$ cat config.mk
export PLATFORM = sky130hd
export DESIGN_NAME = y_phase_scheduler
export DESIGN_NICKNAME = d
export VERILOG_FILES = /design/src/rtl/y_phase_scheduler.sv
export SDC_FILE = /design/constraint.sdc
export NUM_CORES = 1
export LEC_CHECK = 0
export ABC_AREA = 1
export CAP_MARGIN = 20
export CORE_MARGIN = 2
export CORE_UTILIZATION = 49
export CTS_CLUSTER_SIZE = 28
export DETAILED_ROUTE_END_ITERATION = 12
export GPL_TIMING_DRIVEN = 0
export HOLD_SLACK_MARGIN = 0.03
export PLACE_DENSITY = 0.77
export RECOVER_POWER = 50
export SLEW_MARGIN = 20
export SYNTH_ARGS = -nofsm -noshare
export SYNTH_HDL_FRONTEND = slang
export SYNTH_SLANG_ARGS = --single-unit
$ cat constraint.sdc
create_clock -name clk -period 3.7 [get_ports clk]
set_clock_uncertainty 0.2 [all_clocks]
set_input_delay 0.37 -clock clk [delete_from_list [all_inputs] [get_ports clk]]
set_output_delay 0.37 -clock clk [all_outputs]
set_load 0.05 [all_outputs]
$ cat src/rtl/y_phase_scheduler.sv
// Vertical bicubic phase scheduler: walks an OUT_W x OUT_H output frame, requests
// 4-row tap windows, selects the weight-table phase and aligns out_valid with weight_sum.
module y_phase_scheduler #(
    parameter int OUT_W      = 8,
    parameter int OUT_H      = 8,
    parameter int PHASE_BITS = 2
) (
    input  logic                  clk,
    input  logic                  rst,
    input  logic                  start,
    input  logic                  stall,
    input  logic                  row_ack,
    output logic                  busy,
    output logic                  row_req,
    output logic [31:0]           tap_rows,
    output logic [PHASE_BITS-1:0] phase_sel,
    output logic                  col_valid,
    output logic [7:0]            col_idx,
    output logic                  out_valid,
    output logic [7:0]            out_row,
    output logic [7:0]            out_col,
    output logic                  last,
    output logic                  done
);

    localparam logic [7:0] LAST_COL = 8'(OUT_W - 1);
    localparam logic [7:0] LAST_ROW = 8'(OUT_H - 1);
    localparam int         SRC_H    = OUT_H >> PHASE_BITS;
    localparam logic [8:0] SRC_MAX  = 9'(SRC_H - 1);

    typedef enum logic [2:0] {IDLE, FETCH, RUN, DRAIN, DONE} state_t;

    // Window {src+2, src+1, src, src-1}, each clamped to the source frame.
    function automatic logic [31:0] taps_for(input logic [7:0] src);
        logic [8:0] s;
        logic [8:0] t2;
        logic [8:0] t3;
        logic [7:0] t0;
        s  = {1'b0, src};
        t0 = (src == 8'd0) ? 8'd0 : src - 8'd1;
        t2 = (s + 9'd1 > SRC_MAX) ? SRC_MAX : s + 9'd1;
        t3 = (s + 9'd2 > SRC_MAX) ? SRC_MAX : s + 9'd2;
        return {8'(t3), 8'(t2), src, t0};
    endfunction

    state_t                state_q, state_d;
    logic [7:0]            row_q, row_d;
    logic [7:0]            col_q, col_d;
    logic [7:0]            src_q, src_d;
    logic [PHASE_BITS-1:0] phase_q, phase_d;
    logic [PHASE_BITS-1:0] phase_next;
    logic [31:0]           tap_rows_q, tap_rows_d;
    logic                  row_req_q, row_req_d;
    logic                  out_valid_q, out_valid_d;
    logic [7:0]            out_row_q, out_row_d;
    logic [7:0]            out_col_q, out_col_d;
    logic                  last_q, last_d;
    logic                  col_valid_c;
    logic                  is_final;

    always_comb begin
        state_d     = state_q;
        row_d       = row_q;
        col_d       = col_q;
        src_d       = src_q;
        phase_d     = phase_q;
        tap_rows_d  = tap_rows_q;
        row_req_d   = 1'b0;
        col_valid_c = 1'b0;
        phase_next  = phase_q + 1'b1;
        is_final    = (row_q == LAST_ROW) && (col_q == LAST_COL);

        case (state_q)
            IDLE: begin
                if (start) begin
                    state_d    = FETCH;
                    row_d      = 8'd0;
                    col_d      = 8'd0;
                    src_d      = 8'd0;
                    phase_d    = '0;
                    tap_rows_d = taps_for(8'd0);
                    row_req_d  = 1'b1;
                end
            end
            FETCH: begin
                // An ack coincident with the request pulse is too early to trust.
                if (row_ack && !row_req_q) begin
                    state_d = RUN;
                end
            end
            RUN: begin
                if (!stall) begin
                    col_valid_c = 1'b1;
                    if (col_q != LAST_COL) begin
                        col_d = col_q + 8'd1;
                    end else if (row_q == LAST_ROW) begin
                        state_d = DRAIN;
                    end else begin
                        row_d   = row_q + 8'd1;
                        col_d   = 8'd0;
                        phase_d = phase_next;
                        if (phase_next == '0) begin
                            src_d      = src_q + 8'd1;
                            tap_rows_d = taps_for(src_q + 8'd1);
                            row_req_d  = 1'b1;
                            state_d    = FETCH;
                        end
                    end
                end
            end
            DRAIN:   state_d = DONE;
            DONE:    state_d = IDLE;
            default: state_d = IDLE;
        endcase

        out_valid_d = col_valid_c;
        out_row_d   = row_q;
        out_col_d   = col_q;
        last_d      = col_valid_c && is_final;
    end

    always_ff @(posedge clk or posedge rst) begin
        if (rst) begin
            state_q     <= IDLE;
            row_q       <= 8'd0;
            col_q       <= 8'd0;
            src_q       <= 8'd0;
            phase_q     <= '0;
            tap_rows_q  <= 32'd0;
            row_req_q   <= 1'b0;
            out_valid_q <= 1'b0;
            out_row_q   <= 8'd0;
            out_col_q   <= 8'd0;
            last_q      <= 1'b0;
        end else begin
            state_q     <= state_d;
            row_q       <= row_d;
            col_q       <= col_d;
            src_q       <= src_d;
            phase_q     <= phase_d;
            tap_rows_q  <= tap_rows_d;
            row_req_q   <= row_req_d;
            out_valid_q <= out_valid_d;
            out_row_q   <= out_row_d;
            out_col_q   <= out_col_d;
            last_q      <= last_d;
        end
    end

    assign busy      = (state_q != IDLE);
    assign done      = (state_q == DONE);
    assign row_req   = row_req_q;
    assign tap_rows  = tap_rows_q;
    assign phase_sel = phase_q;
    assign col_valid = col_valid_c;
    assign col_idx   = col_q;
    assign out_valid = out_valid_q;
    assign out_row   = out_row_q;
    assign out_col   = out_col_q;
    assign last      = last_q;

endmodule

==> impl_metrics.json, run 1 <==
{
  "status": "completed",
  "die-area_mm2": 0.00771,
  "tightest_slew_ns": 1.14,
  "clkSinkCount": 72,
  "route.final.wire_length_um": 7520,
  "cts_hold_buf": 0,
  "ys_warn_count": 0,
  "fin_cells": 578,
  "grt_max_degree": 48,
  "pwr-share-comb_pct": 49.9,
  "clock_power_share_pct": 17.9,
  "synth_cell_type_count": 31,
  "reg2reg_depth": 10,
  "syn_inst": 397,
  "synth_fp_nets": 412,
  "ant_nets": 0,
  "ys_seq_area_share_pct": 52.3,
  "fmax_mhz": 326,
  "first_global_vias": 2822,
  "reg2reg_from": "state_q[2]",
  "nets": 492,
  "hold_path_class": "flop to flop",
  "cp_max_fo": 9,
  "synth-main-ff-cell": "dfrtp_1",
  "numCtsBuffers": 9,
  "synth_edf_count": 0,
  "whs_ns": 0.237,
  "root_buffer": "clkbuf_8",
  "antenna_cells": 0,
  "drtIter0Drc": 194,
  "tns_ns": 0,
  "synth_common_cells": "91 x nand2_1, 72 x dfrtp_1, 47 x inv_1, 47 x nor2_1, 29 x nand3_1",
  "synth_area_mm2": 0.00344,
  "powerDensity_mw_per_mm2": 856,
  "p_int_mw": 1.99,
  "area_growth_pct": 28.9,
  "synthTopCellsByArea": "dfrtp_1 52%, nand2_1 9.9%, inv_1 5.1%, nor2_1 5.1%, nand3_1 4.2%",
  "power_mw": 3.80,
  "htreeDepth": 3,
  "synth_most_common_cell": "nand2_1",
  "crit_required_ns": 3.13,
  "finalHoldViolations": 0,
  "clockBufferDepth": 2,
  "drive_gt1_share_pct": 7.88,
  "via_per_inst": 4.99,
  "antenna_found_initial": 0,
  "grt.total_usage_pct": 21.1,
  "clock_latency_ns": 0.35,
  "synth_top_cell_area_share_pct": 52.3,
  "synth_top_area_cell": "dfrtp_1",
  "cp-end-kind": "output port",
  "crit_type": "flop to output port",
  "postCtsSetupRepairBufs": 0,
  "r2r_slack_ns": 0.72,
  "synth_seq_cells": 72,
  "reg2reg_to": "out_row_d[0]",
  "ir_drop_mv": 0.699,
  "layout_min_cycle_time_ns": 3.07,
  "avgSynthCellArea_um2": 8.67,
  "remaining_drc_errors": 0,
  "swShare_pct": 47.6,
  "clkSlewWorstSetupHoldPaths_ns": 0.08,
  "fp-row-count": 30,
  "rsz0062_at_grt": "false",
  "setup_viol": 0,
  "async_flop_share_pct": 100,
  "max_cap_violations": 0,
  "start_kind": "flop",
  "port_buffers": 68,
  "power.net_switching_mw": 1.80,
  "via_count": 2885,
  "hpwl_um": 5470,
  "grt_pass1_wl_um": 12700,
  "startpoint": "state_q[2]",
  "leakage_nw": 2.15,
  "placed_area_mm2": 0.00427,
  "post-route-period-util_pct": 82.9,
  "cts-resized-gates": 0,
  "worstPathArrival_ns": 2.50,
  "crit_path_end": "col_valid",
  "core-area_mm2": 0.00679,
  "relSlewSlack_pct": 24.3,
  "worstHoldPathCells": 0,
  "drv_slew": 0,
  "cts_tree": "done",
  "dieHeight_um": 87.8,
  "design_area_mm2": 0.00444,
  "start_util_pct": 50.7,
  "gr-total-overflow": 0,
  "gp_congestion": 0.833,
  "die_w_um": 87.8,
  "post-place-cells": 562,
  "wl_per_cell_um": 13.0,
  "seqPwrFrac_pct": 32.2,
  "drtPass1Iterations": 4,
  "ios": 69
}
-- layer usage --
layer / vias up / share of wire, % / GRT usage [%]
li1: 1431 / - / -
met1: 1361 / 44 / 27.4
met2: 75 / 50 / 35.0
met3: 18 / 4.1 / 3.58
met4: 0 / 2.4 / 9.37
met5: - / 0 / 0
-- final cells by class --
type / count / area (um^2)
clock inverters: 6 / 92.6
multi-input cells: 265 / 1360
fillers: 572 / 2360
clock buffers: 10 / 128
flip-flops and latches: 72 / 1800
plain buffers: 4 / 33.8
repair buffers: 69 / 686
inverters: 56 / 214
well taps: 96 / 120
-- stage by stage --
step / util [%] / setup WS (ns)
after floorplan: - / 1.11
after CTS: 66.1 / 1.03
final: 65.3 / 0.634
after global routing: 65.3 / 0.469
after global placement: 62.4 / 0.158
after detailed placement: 62.9 / 1.06
-- layout by cell type (no fill, tap or decap), drive strengths merged, types with 2 or more instances in the layout --
| master | instances |
|---|---|
| dlygate4sd3 | 8 |
| nand2 | 98 |
| dfrtp | 72 |
| nor3 | 7 |
| clkdlybuf4s50 | 60 |
| nand3b | 2 |
| inv | 56 |
| clkinvlp | 3 |
| o21ai | 19 |
| nand4 | 7 |
| a22oi | 2 |
| nand3 | 29 |
| buf | 3 |
| ha | 10 |
| bufinv | 2 |
| xor2 | 8 |
| a21oi | 12 |
| o22ai | 8 |
| o21a | 2 |
| clkbuf | 12 |
| o31ai | 3 |
| nor2 | 54 |
-- worst min path at each step --
stage	startpoint	to
floorplan	out_row_d[1]	out_row[1]
global placement	col_idx[3]	out_col[3]
detailed placement	col_idx[3]	out_col[3]
CTS	rst	out_col[3]
global route	col_idx[3]	out_col[3]
finish	col_idx[3]	out_col[3]
-- flip-flops by register name, indices dropped and copies added (netlist names) --
name	flops
col_idx	8
last	1
out_col	8
out_row	8
out_row_d	8
out_valid	1
phase_sel	2
row_req	1
src_q	7
state_q	3
tap_rows	25
-- power groups by stage --
stage	Clock [mW]	Combinational, mW	Sequential, mW
2_1_floorplan	0	0.571	1.95
3_3_place_gp	0	1.87	1.23
3_5_place_dp	0	1.91	1.24
4_1_cts	0.701	1.92	1.22
5_1_grt	0.735	2.03	1.26
6_report	0.680	1.89	1.22
-- cells by family (layout without fill, tap and decap cells) --
group	after synthesis	in the layout	synth area share (%)
adder cells (fa/ha/maj)	10	10	3.64
flip-flops	72	72	52.3
AND/OR/NAND/NOR	197	197	26.1
buffers and inverters	60	145	7.38
XOR/XNOR	9	9	2.29
AO/OA/AOI/OAI	48	48	7.92
multiplexers	1	1	0.291
-- critical path: stages, from the launching register on --
cell	delay [ns]
dfrtp_1	0.40
inv_1	0.08
nand2_1	0.09
nor2_1	0.56
nand2_4	0.12
inv_1	0.11
clkdlybuf4s50_1	0.80
No activity file was read; power rests on OpenSTA's default activity.
==> run 2, diff against run 1 <==
- CORE_UTILIZATION: 49 -> 46
- PLACE_DENSITY: 0.77 -> 0.75
- clock period: 3.7 -> 2.8 ns (I/O delays scaled with it)
==> run 2 against run 1 <==
Net effect:
- sequential share of layout area shrank 0.65 points
- sequential power grew 34%
- die area grew 6.2%
- cell count grew 0.69%
- wire length shrank 1.0%
- largest power group unchanged
- core utilization shrank 3.1 points
- highest routed layer unchanged
- critical endpoint is now tap_rows[17]
- via count shrank 1.6%
- global-route usage shrank 1.5 points
- combinational power grew 32%
- power grew 33%
- clock power grew 34%
==> impl_metrics.json, run 2 (synthesis results as in run 1) <==
{
  "ant_nets": 0,
  "critical_path.cell_chain": "ha_2 > inv_1 > nand2_1 > nand2_2 > inv_1 > ha_1 > nand3_1 > nand3b_1 > o21ai_0 > nand3_1 > o21ai_0",
  "clkSlewWorstSetupHoldPaths_ns": 0.08,
  "antenna_cells": 0,
  "reg2reg_to": "tap_rows[17]",
  "postCtsSetupRepairBufs": 0,
  "reg2reg_from": "src_q[1]",
  "drive_gt1_share_pct": 9.32,
  "n_fill_cell": 652,
  "fp-row-count": 31,
  "status": "completed",
  "rsz0062_at_grt": "false",
  "leakage_nw": 2.19,
  "startpoint": "src_q[1]",
  "hold_path_class": "flop to flop",
  "route.final.wire_length_um": 7440,
  "reg2reg_depth": 11,
  "preCtsSetupSlack_ns": 0.152,
  "post-route-period-util_pct": 90.7,
  "drtIter0Drc": 183,
  "clockBufferDepth": 2,
  "via_count": 2839,
  "crit_path_end": "tap_rows[17]",
  "final_common_cell": "nand2_1",
  "dieHeight_um": 90.5,
  "multi_input_area_mm2": 0.00139,
  "antenna_found_initial": 0,
  "final_cell_mix": "91 x nand2_1, 71 x dfrtp_1, 55 x clkdlybuf4s50_1",
  "htreeDepth": 3,
  "crit_type": "flop to flop",
  "wl_per_cell_um": 12.8,
  "grt_max_degree": 56,
  "die_w_um": 90.5,
  "grt_pass1_wl_um": 12900,
  "whs_ns": 0.245,
  "nets": 493,
  "ios": 69,
  "drv_slew": 0,
  "finalWorstSetupSlack_ns": 0.259,
  "numCtsBuffers": 9,
  "fmax_mhz": 394,
  "port_buffers": 68,
  "r2r_slack_ns": 0.26,
  "tightest_slew_ns": 0.866,
  "setup_viol": 0,
  "start_kind": "flop",
  "cts_tree": "done",
  "layout_min_cycle_time_ns": 2.54,
  "critical-path-max-stage-delay_ns": 0.50,
  "max_cap_violations": 0,
  "cp_max_fo": 8,
  "clkSinkCount": 72,
  "root_buffer": "clkbuf_8",
  "powerDensity_mw_per_mm2": 1120,
  "start_util_pct": 47.5,
  "hpwl_um": 5530,
  "finalHoldViolations": 0,
  "via_per_inst": 4.88,
  "post-place-cells": 565,
  "area_growth_pct": 31.0,
  "gp_congestion": 0.864,
  "seq_area_mm2": 0.00180,
  "first_global_vias": 2774,
  "grt.total_usage_pct": 19.6,
  "clock_latency_ns": 0.34,
  "cp-end-kind": "flop",
  "gr-total-overflow": 0,
  "critical_path.slowest_cell": "dfrtp_1",
  "core-area_mm2": 0.00725,
  "crit_required_ns": 2.85,
  "largest_register_ff_count": 25,
  "die-area_mm2": 0.00819,
  "ir_drop_mv": 0.742,
  "fin_cells": 582,
  "remaining_drc_errors": 0,
  "drtPass1Iterations": 5,
  "worstPathArrival_ns": 2.59,
  "relSlewSlack_pct": 41.9
}
run 2: worst min-delay path by stage:
stage / from / endpoint / slack [ns] / cells after the start
global route: out_row_d[1] / out_row[1] / 0.27 / 0
floorplan: out_row_d[1] / out_row[1] / 0.20 / 0
CTS: col_idx[3] / out_col[3] / 0.25 / 0
detailed placement: col_idx[3] / out_col[3] / 0.23 / 0
global placement: col_idx[3] / out_col[3] / 0.22 / 0
finish: col_idx[7] / out_col[7] / 0.24 / 0
run 2: layout make-up:
type,instances,area share (%)
multi-input cells,265,30.8
plain buffers,4,0.915
repair buffers,70,15.9
clock buffers,12,3.22
clock inverters,4,1.69
inverters,56,4.74
flip-flops and latches,72,40.0
well taps,99,2.75
run 2: power breakdown:
group / total [mW] / switching (mW) / internal (mW)
Sequential: 1.63 / 0.280 / 1.35
Clock: 0.914 / 0.384 / 0.530
Combinational: 2.50 / 1.72 / 0.778
run 2: worst max-delay path: cells and delay by family (launching register included):
family                     cells  cell delay [ns]
and+or+nand+nor                5             0.66
AOI/OAI and AO/OA              2             0.35
adders and majority gates      2             0.55
buffers and inverters          2             0.20
DFF                            1             0.50
run 2: per-layer routing:
| metal | part of all wire (%) | wire length (um) | vias to the layer above | global-route usage [%] |
|---|---|---|---|---|
| met1 | 46 | 3420 | 1329 | 26.2 |
| met3 | 3.3 | 246 | 8 | 3.34 |
| met4 | 1.2 | 91 | 0 | 8.33 |
| li1 | - | - | 1434 | - |
| met2 | 50 | 3690 | 68 | 31.7 |
| met5 | 0 | 0 | - | 0 |
run 2: metrics by stage:
| stage | instance area [um^2] | power, mW | utilization [%] | TNS (ns) |
|---|---|---|---|---|
| after floorplan | 3440 | 3.34 | - | 0 |
| after global placement | 4250 | 4.11 | 58.5 | -48.77 |
| after detailed placement | 4280 | 4.17 | 59.0 | 0 |
| after CTS | 4510 | 5.10 | 62.2 | 0 |
| after global routing | 4510 | 5.33 | 62.2 | 0 |
| final | 4510 | 5.04 | 62.2 | 0 |
run 2: what timing repair did:
action / in CTS / in global routing
resized for setup: 0 / 3
endpoints found under the setup margin: 0 / 3
hold buffers: 1 / 0
hold endpoints to repair: 14 / 0
==> run 3, diff against run 2 <==
- CELL_PAD_IN_SITES_DETAIL_PLACEMENT: unset -> 0
- CELL_PAD_IN_SITES_GLOBAL_PLACEMENT: unset -> 1
- CORE_UTILIZATION: 46 -> 35
- PLACE_DENSITY: 0.75 -> unset
- PLACE_DENSITY_LB_ADDON: unset -> 0.1
==> run 3 against run 2 <==
Net effect:
- critical endpoint is now col_valid
- maximum frequency shrank 0.26%
- first-iteration DRC count shrank 39%
- register-to-register slack gained 0.05 ns
- setup slack lost 0.0065 ns
- sequential share of layout area grew 0.083 points
- combinational power is essentially flat
- worst hold slack lost 0.0095 ns
- global-route usage shrank 3.3 points
- die area grew 30%
- core utilization shrank 15 points
==> impl_metrics.json, run 3 (synthesis results as in run 1) <==
{
  "nets": 492,
  "max_cap_violations": 0,
  "cp-end-kind": "output port",
  "r2r_slack_ns": 0.31,
  "critical_path.slowest_cell": "clkdlybuf4s50_1",
  "critPathTopFamily": "buffers and inverters",
  "finalWorstSetupSlack_ns": 0.253,
  "start_kind": "flop",
  "critical-path-max-stage-delay_ns": 0.80,
  "crit_buf_inv": 3,
  "port_buffers": 68,
  "first_global_vias": 2718,
  "drive_gt1_share_pct": 9.75,
  "area_growth_pct": 30.9,
  "antenna_found_initial": 0,
  "gp_congestion": 0.822,
  "power.net_switching_mw": 2.43,
  "antenna_cells": 0,
  "clkSinkCount": 72,
  "pwr-share-comb_pct": 50.8,
  "drv_slew": 0,
  "grt.total_usage_pct": 16.3,
  "die_w_um": 103,
  "dieHeight_um": 103,
  "cp_max_fo": 9,
  "status": "completed",
  "whs_ns": 0.235,
  "clkSlewWorstSetupHoldPaths_ns": 0.09,
  "crit_required_ns": 2.32,
  "post-route-period-util_pct": 91.0,
  "via_count": 2814,
  "gr-total-overflow": 0,
  "ant_nets": 0,
  "setup_viol": 0,
  "htreeDepth": 3,
  "p_int_mw": 2.45,
  "finalHoldViolations": 0,
  "fp-row-count": 36,
  "final_cell_mix": "91 x nand2_1, 70 x dfrtp_1, 56 x clkdlybuf4s50_1",
  "clock_latency_ns": 0.35,
  "powerDensity_mw_per_mm2": 1080,
  "grt_max_degree": 48,
  "wl_per_cell_um": 12.8,
  "drtIter0Drc": 112,
  "rsz0062_at_grt": "false",
  "largest_register_ff_count": 25,
  "ir_drop_mv": 0.669,
  "tightest_slew_ns": 1.28,
  "route.final.wire_length_um": 7870,
  "swShare_pct": 49.7,
  "grt_pass1_wl_um": 13400,
  "drtPass1Iterations": 4,
  "remaining_drc_errors": 0,
  "crit_type": "flop to output port",
  "preCtsSetupSlack_ns": 0.214,
  "start_util_pct": 35.7,
  "fmax_mhz": 393,
  "numCtsBuffers": 9,
  "leakage_nw": 2.15,
  "core-area_mm2": 0.00964,
  "root_buffer": "clkbuf_8",
  "power_mw": 4.88,
  "hold_path_class": "flop to flop",
  "fin_cells": 615,
  "clockBufferDepth": 2,
  "relSlewSlack_pct": 14.5,
  "post-place-cells": 599,
  "layout_min_cycle_time_ns": 2.55,
  "ios": 69,
  "worstPathArrival_ns": 2.07,
  "via_per_inst": 4.58,
  "seqPwrFrac_pct": 33.0,
  "clock_power_share_pct": 16.2,
  "cts_tree": "done",
  "die-area_mm2": 0.0106,
  "final_common_cell": "nand2_1",
  "hpwl_um": 5790,
  "critical_path.cell_chain": "inv_2 > nand2_2 > nor2_8 > nand2_4 > inv_1 > clkdlybuf4s50_1"
}
==> run 3: changes by cell type in the layout (fill, tap and decap cells not counted), sizes merged <==
cell / previous run / this run
bufinv: 2 / 0
clkinv: 0 / 1
dlygate4sd3: 14 / 12
clkbuf: 12 / 9
clkinvlp: 2 / 4
clkdlybuf4s50: 55 / 56
inv: 56 / 58
==> run 3: stage by stage <==
step | TNS (ns) | util, % | cell area [um^2]
2_1_floorplan | 0 | - | 3440
3_3_place_gp | -63.06 | 44.5 | 4290
3_5_place_dp | 0 | 44.8 | 4320
4_1_cts | 0 | 46.8 | 4510
5_1_grt | 0 | 46.7 | 4500
6_report | 0 | 46.7 | 4500
==> run 3: power groups by stage <==
| stage | clock network [mW] | registers, mW | logic, mW |
|---|---|---|---|
| floorplan | 0 | 2.58 | 0.754 |
| global placement | 0 | 1.63 | 2.50 |
| detailed placement | 0 | 1.64 | 2.51 |
| CTS | 0.824 | 1.62 | 2.52 |
| global route | 0.855 | 1.67 | 2.68 |
| finish | 0.791 | 1.61 | 2.48 |
==> run 3: cell type report <==
cell class                      instances  area, um^2
Timing Repair Buffer                   69         708
Fill cell                             994        5130
Sequential cell                        72        1800
Multi-Input combinational cell        265        1380
Buffer                                  4        41.3
Tap cell                              133         166
Clock buffer                            9         124
Inverter                               56         214
Clock inverter                          7        65.1
==> run 3: per-layer routing <==
| metal | global-route usage (%) | routed length [um] |
|---|---|---|
| met1 | 23.1 | 3890 |
| met4 | 5.77 | 74 |
| met5 | 0 | 0 |
| met3 | 3.29 | 376 |
| met2 | 25.1 | 3530 |
==> run 3: path summary, 6_finish.rpt <==
| path | startpoint | endpoint | cells past startpoint |
|---|---|---|---|
| worst max-delay path | state_q[2] | col_valid | 6 |
| worst min-delay path | out_row_d[1] | out_row[1] | 0 |
| worst max register to register | src_q[0] | tap_rows[16] | 10 |
| worst min register to register | out_row_d[1] | out_row[1] | 0 |
| max in group asynchronous | rst | src_q[0] | 3 |
| min in group asynchronous | rst | src_q[4] | 2 |
==> run 3: worst register-to-register path: stages, from the launching register on <==
cell	delay, ns
dfrtp_2	0.47
inv_2	0.13
ha_1	0.42
inv_1	0.14
ha_1	0.23
nand3_1	0.11
nand3b_1	0.19
o21ai_0	0.18
nand3_1	0.14
nor2_1	0.13
nor2_1	0.05
==> run 3: what timing repair did <==
action,CTS,global route
hold endpoints to repair,0,0
gates resized for setup,0,3
buffers inserted,0,0
setup endpoints to repair,0,4
hold buffers,0,0
